$ cat src/rtl/uart_cmd_parser.sv
// rtl/uart_cmd_parser.sv - framed ASCII LED command parser between UART_RX and UART_TX
// Optional '?' status query frame is compiled in when CMD_QUERY_EN is defined.
module uart_cmd_parser #(
  parameter int CLKS_PER_TIMEOUT = 2500000
) (
  input  logic       i_Clock,
  input  logic       i_Reset,
  input  logic       i_RX_DV,
  input  logic [7:0] i_RX_Byte,
  input  logic       i_TX_Done,
  output logic       o_TX_DV,
  output logic [7:0] o_TX_Byte,
  output logic       o_LED_R_n,
  output logic       o_LED_G_n,
  output logic       o_LED_B_n,
  output logic       o_Overrun,
  output logic       o_Busy
);

  localparam int TW = $clog2(CLKS_PER_TIMEOUT);
  localparam logic [TW-1:0] TMO_LAST = TW'(CLKS_PER_TIMEOUT - 1);

  localparam logic [7:0] CH_R    = 8'h52;
  localparam logic [7:0] CH_G    = 8'h47;
  localparam logic [7:0] CH_B    = 8'h42;
  localparam logic [7:0] CH_0    = 8'h30;
  localparam logic [7:0] CH_1    = 8'h31;
  localparam logic [7:0] CH_CR   = 8'h0D;
  localparam logic [7:0] CH_LF   = 8'h0A;
  localparam logic [7:0] CH_OK   = 8'h4B;
  localparam logic [7:0] CH_ERR  = 8'h45;
  localparam logic [7:0] CH_QRY  = 8'h3F;

  typedef enum logic [2:0] {S_IDLE, S_ARG, S_TERM, S_SKIP, S_RESP} state_t;
  typedef enum logic [1:0] {SEL_R, SEL_G, SEL_B, SEL_Q} sel_t;

  state_t     state, state_n;
  sel_t       sel, rx_sel;
  logic       value;
  logic       led_r, led_g, led_b;
  logic [TW-1:0] tmo_cnt;
  logic [1:0] resp_idx;
  logic       tx_dv;
  logic [7:0] tx_byte;
  logic       overrun;

  logic       is_term, is_digit, is_letter, is_query;
  logic       load_resp, led_we, tmo_run, tmo_expired;
  logic [7:0] resp_char;

  assign is_term   = (i_RX_Byte == CH_CR) || (i_RX_Byte == CH_LF);
  assign is_digit  = (i_RX_Byte == CH_0)  || (i_RX_Byte == CH_1);
  assign is_letter = (i_RX_Byte == CH_R)  || (i_RX_Byte == CH_G) || (i_RX_Byte == CH_B);
`ifdef CMD_QUERY_EN
  assign is_query  = (i_RX_Byte == CH_QRY);
`else
  assign is_query  = 1'b0;
`endif

  always_comb begin
    rx_sel = SEL_R;
    case (i_RX_Byte)
      CH_G:    rx_sel = SEL_G;
      CH_B:    rx_sel = SEL_B;
      CH_QRY:  rx_sel = SEL_Q;
      default: rx_sel = SEL_R;
    endcase
  end

  assign tmo_expired = tmo_run && (tmo_cnt == TMO_LAST);

  always_comb begin
    state_n   = state;
    load_resp = 1'b0;
    resp_char = CH_OK;
    led_we    = 1'b0;
    tmo_run   = 1'b0;
    case (state)
      S_IDLE: begin
        if (i_RX_DV) begin
          if (is_letter)      state_n = S_ARG;
          else if (is_query)  state_n = S_TERM;
          else if (!is_term)  state_n = S_SKIP;
        end
      end
      S_ARG: begin
        tmo_run = 1'b1;
        if (i_RX_DV) begin
          if (is_digit) begin
            state_n = S_TERM;
          end else if (is_term) begin
            load_resp = 1'b1;
            resp_char = CH_ERR;
          end else begin
            state_n = S_SKIP;
          end
        end else if (tmo_expired) begin
          state_n = S_IDLE;
        end
      end
      S_TERM: begin
        tmo_run = 1'b1;
        if (i_RX_DV) begin
          if (is_term) begin
            load_resp = 1'b1;
            if (sel == SEL_Q) begin
              resp_char = CH_0 | {5'b0, led_b, led_g, led_r};
            end else begin
              led_we    = 1'b1;
              resp_char = CH_OK;
            end
          end else begin
            state_n = S_SKIP;
          end
        end else if (tmo_expired) begin
          state_n = S_IDLE;
        end
      end
      S_SKIP: begin
        tmo_run = 1'b1;
        if (i_RX_DV) begin
          if (is_term) begin
            load_resp = 1'b1;
            resp_char = CH_ERR;
          end
        end else if (tmo_expired) begin
          state_n = S_IDLE;
        end
      end
      S_RESP: begin
        if (i_TX_Done && (resp_idx == 2'd2)) state_n = S_IDLE;
      end
      default: state_n = S_IDLE;
    endcase
    if (load_resp) state_n = S_RESP;
  end

  always_ff @(posedge i_Clock or posedge i_Reset) begin
    if (i_Reset) state <= S_IDLE;
    else         state <= state_n;
  end

  always_ff @(posedge i_Clock or posedge i_Reset) begin
    if (i_Reset) begin
      sel      <= SEL_R;
      value    <= 1'b0;
      led_r    <= 1'b0;
      led_g    <= 1'b0;
      led_b    <= 1'b0;
      tmo_cnt  <= '0;
      resp_idx <= 2'd0;
      tx_dv    <= 1'b0;
      tx_byte  <= 8'h00;
      overrun  <= 1'b0;
    end else begin
      if (state == S_IDLE && i_RX_DV) sel <= rx_sel;
      if (state == S_ARG && i_RX_DV && is_digit) value <= i_RX_Byte[0];

      if (led_we) begin
        case (sel)
          SEL_R:   led_r <= value;
          SEL_G:   led_g <= value;
          SEL_B:   led_b <= value;
          default: ;
        endcase
      end

      // A byte arriving on the expiry cycle clears the counter and is processed normally.
      if (!tmo_run || i_RX_DV || tmo_expired) tmo_cnt <= '0;
      else                                    tmo_cnt <= tmo_cnt + TW'(1);

      if (state == S_RESP && i_RX_DV) overrun <= 1'b1;

      tx_dv <= 1'b0;
      if (load_resp) begin
        tx_dv    <= 1'b1;
        tx_byte  <= resp_char;
        resp_idx <= 2'd0;
      end else if (state == S_RESP && i_TX_Done && resp_idx != 2'd2) begin
        tx_dv    <= 1'b1;
        tx_byte  <= (resp_idx == 2'd0) ? CH_CR : CH_LF;
        resp_idx <= resp_idx + 2'd1;
      end
    end
  end

  assign o_TX_DV   = tx_dv;
  assign o_TX_Byte = tx_byte;
  assign o_LED_R_n = ~led_r;
  assign o_LED_G_n = ~led_g;
  assign o_LED_B_n = ~led_b;
  assign o_Overrun = overrun;
  assign o_Busy    = (state == S_RESP);

endmodule
$ cat config.mk
export PLATFORM = sky130hd
export DESIGN_NAME = uart_cmd_parser
export DESIGN_NICKNAME = d
export VERILOG_FILES = /design/src/rtl/uart_cmd_parser.sv
export SDC_FILE = /design/constraint.sdc
export NUM_CORES = 1
export LEC_CHECK = 0
export CAP_MARGIN = 30
export CORE_ASPECT_RATIO = 0.75
export CORE_MARGIN = 4
export CORE_UTILIZATION = 58
export CTS_CLUSTER_SIZE = 12
export DETAILED_ROUTE_END_ITERATION = 8
export GPL_TIMING_DRIVEN = 0
export HOLD_SLACK_MARGIN = 0.08
export PLACE_DENSITY = 0.78
export SLEW_MARGIN = 20
export SYNTH_ARGS = -nofsm -noshare
export SYNTH_HDL_FRONTEND = slang
export SYNTH_SLANG_ARGS = --single-unit
$ cat constraint.sdc
create_clock -name i_Clock -period 2.9 [get_ports i_Clock]
set_input_delay 0.87 -clock i_Clock [delete_from_list [all_inputs] [get_ports i_Clock]]
set_output_delay 0.87 -clock i_Clock [all_outputs]
set_load 0.01 [all_outputs]
==> metrics <==
status=finished clean; reg2reg path depth=6; Clock Latency Late Sink=0.29 ns; ys async rst share=1.00; largest net degree at the start of global routing=22; Die X=80.2 um; r2r endpoint=tmo_cnt[18]$_DFF_PP0_; Initial Utilization=0.611; Routability Congestion=0.833; drt drc=0; Final nets=~280; H-tree depth=2; final hold viol count=0; Hold Path Origin=o_Overrun$_DFFE_PP0P_; sw power=0.331 mW; hold worst-path end=o_Overrun$_DFFE_PP0P_; PostCTS Resize Cnt=0; Synth-to-Final Area Change=18.7%; area share of the largest cell type after synthesis=0.453; crit path launch type=flop; Synth Instances=235; Synth area leader=dfrtp_1; logic gate share of total power=0.152; Port Buffers=24; DP Area=approximately 2600 um2; post-synth net total=250; min-delay worst type=reg2reg; Yosys cell types=53; Primary FF master, synth=dfrtp_1; gr ovfl total=0; CTS clk-pin slew, worst paths=0.08 ns; Mapped Area=2270 um2; commonest non-fill, non-tap cell in the layout=dfrtp_1; setup repair bufs after CTS=0; Final setup violation count=0; Final Core Density=0.725; Rows=19; Yosys reg bits=41; routed vias=1887; internal power=0.880 mW; Slowest-stage cell, CP=clkdlybuf4s50_1; DP HPWL=3630 um; diodes inserted=0; minimum clock period=2.66 ns; final WL=4880 um; critical path type=reg2out; reg2reg setup slack=~0.94 ns; sequential area share after synthesis=0.453; average cell area after synthesis=9.65 um2; chip height=62.1 um; Reg2Reg Launch Point=tmo_cnt[0]$_DFF_PP0_; post-DR wirelength/cell=15.3 um; Worst Path Max Fanout=8; TritonCTS clock tree=built; global-route wire length before repair=8490 um; critical path endpoint category=primary output; layout cell share with drive strength beyond 1=0.0899; Sw Share=0.273; Crit path largest cell delay=0.60 ns; DR pass1 iterations=4; sequential power share=0.531; top cells by area, synth=dfrtp_1 (45%), nor2_1 (3.8%), xnor2_1 (2.7%), a21oi_1 (2.6%), nand4_1 (2.5%); # clock sinks=41; Final Cycle Share=0.918; RSZ-0062 raised after global routing=false; Pleak=1.14 nW; total CTS buffers=5; core footprint=3710 um2; Peak VDD IR=0.297 mV; EDFF count, synth=0; max-capacitance violation count=0; WHS Path Cells=1; crit path DAT=around 1.8 ns; Power, Total=roughly 1.2 mW; power per cell area=450 nW/um2; final instance area=2690 um2; FMAX=376 MHz; Total GRT Usage=0.213; initial antenna violation count=0; clk buf depth=2; # hold bufs at CTS=0; slew margin rel.=0.537; # IOs=26; critical path required time=2.03 ns; clock root buffer=clkbuf_8; synth warn=0; count of pins over their slew limit=0; worst-path cell chain=nor3b_2, clkdlybuf4s50_1; Die ar.=4980 um2; routed vias/inst=a little under 6; vias in the first global route=1744; Antenna Violating Nets Remaining=0; Final Hold Slack=0.458 ns; Clk pwr share=0.317; Least-Margin Pin Slew=0.693 ns; First DRT Iteration DRCs=157; most frequent cells in the layout=dfrtp_1 (41), clkdlybuf4s50_1 (24), nor2_1 (23); Clock Skew=0.00611 ns
-- synthesized netlist by cell type, types with 7 or more instances --
cell type  instances
a21oi_1           12
nor2_1            23
nand3_1            9
o21ai_0           11
or3_1              8
xnor2_1            7
and3_1             7
nand2_1           14
inv_1             10
nand4_1            9
dfrtp_1           41
-- per-layer routing --
metal	global-route usage	routed length [um]	vias to the layer above
met5	0	0	-
met4	0.0506	47	0
met3	0.0434	343	7
met2	0.288	2000	63
met1	0.345	2480	900
li1	-	-	917
-- power groups by stage --
| stage | clock network [mW] | registers, mW | logic, mW |
|---|---|---|---|
| floorplan | 0 | 0.647 | 0.112 |
| finish | 0.384 | 0.644 | 0.184 |
| detailed placement | 0 | 0.653 | 0.183 |
| global placement | 0 | 0.653 | 0.175 |
| global route | 0.412 | 0.648 | 0.206 |
| CTS | 0.390 | 0.642 | 0.185 |
-- critical path, delay by kind of cell (launching register included) --
family / cells / cell delay [ns]
buf+inv: 1 / 0.60
flops: 1 / 0.51
simple gates: 1 / 0.39
-- how the worst max path moves through the flow --
stage | to | startpoint | depth (start not counted)
after floorplan | o_TX_Byte[1]$_DFFE_PP0P_ | i_RX_Byte[1] | 5
after global placement | led_b$_DFFE_PP0P_ | i_RX_Byte[0] | 5
after detailed placement | led_b$_DFFE_PP0P_ | i_RX_Byte[0] | 5
after CTS | o_Busy | state[2]$_DFFE_PP0P_ | 2
after global routing | o_Busy | state[2]$_DFFE_PP0P_ | 2
final | o_Busy | state[2]$_DFFE_PP0P_ | 2
-- flip-flops by register name, indices dropped and copies added, names as in the netlist --
signal and cells:
resp_idx 2, led_g 1, o_Overrun 1, o_TX_Byte 6
led_r 1, state 3, sel 2, value 1
o_TX_DV 1, tmo_cnt 22, led_b 1
-- per-stage QoR --
step	std cells	setup WS, ns	TNS [ns]
floorplan	235	0.711	0
global placement	311	0.00747	0
detailed placement	312	-0.00368	-0.00368
CTS	319	0.212	0
global route	319	0.122	0
finish	319	0.239	0
-- kinds of logic (layout without fill, tap and decap cells) --
logic type | count (synthesis) | in the layout | share of synthesized area
XOR/XNOR | 13 | 13 | 0.0502
AND/OR/NAND/NOR | 105 | 105 | 0.269
buffers and inverters | 21 | 53 | 0.0430
adder cells (fa/ha/maj) | 3 | 3 | 0.0166
flip-flops | 41 | 41 | 0.453
multiplexers | 5 | 5 | 0.0243
other | 1 | 1 | 0.00165
AO/OA/AOI/OAI | 46 | 46 | 0.142
-- cell type report --
cell class	count	area, um2
multi-input combinational	173	1140
sequential	41	1030
fill	287	1020
timing repair buffer	25	268
clock buffer	6	82.6
tap	52	65.1
buffer	10	56.3
inverter	11	41.3
clock inverter	1	7.51
(Power assumes the default switching activity.)
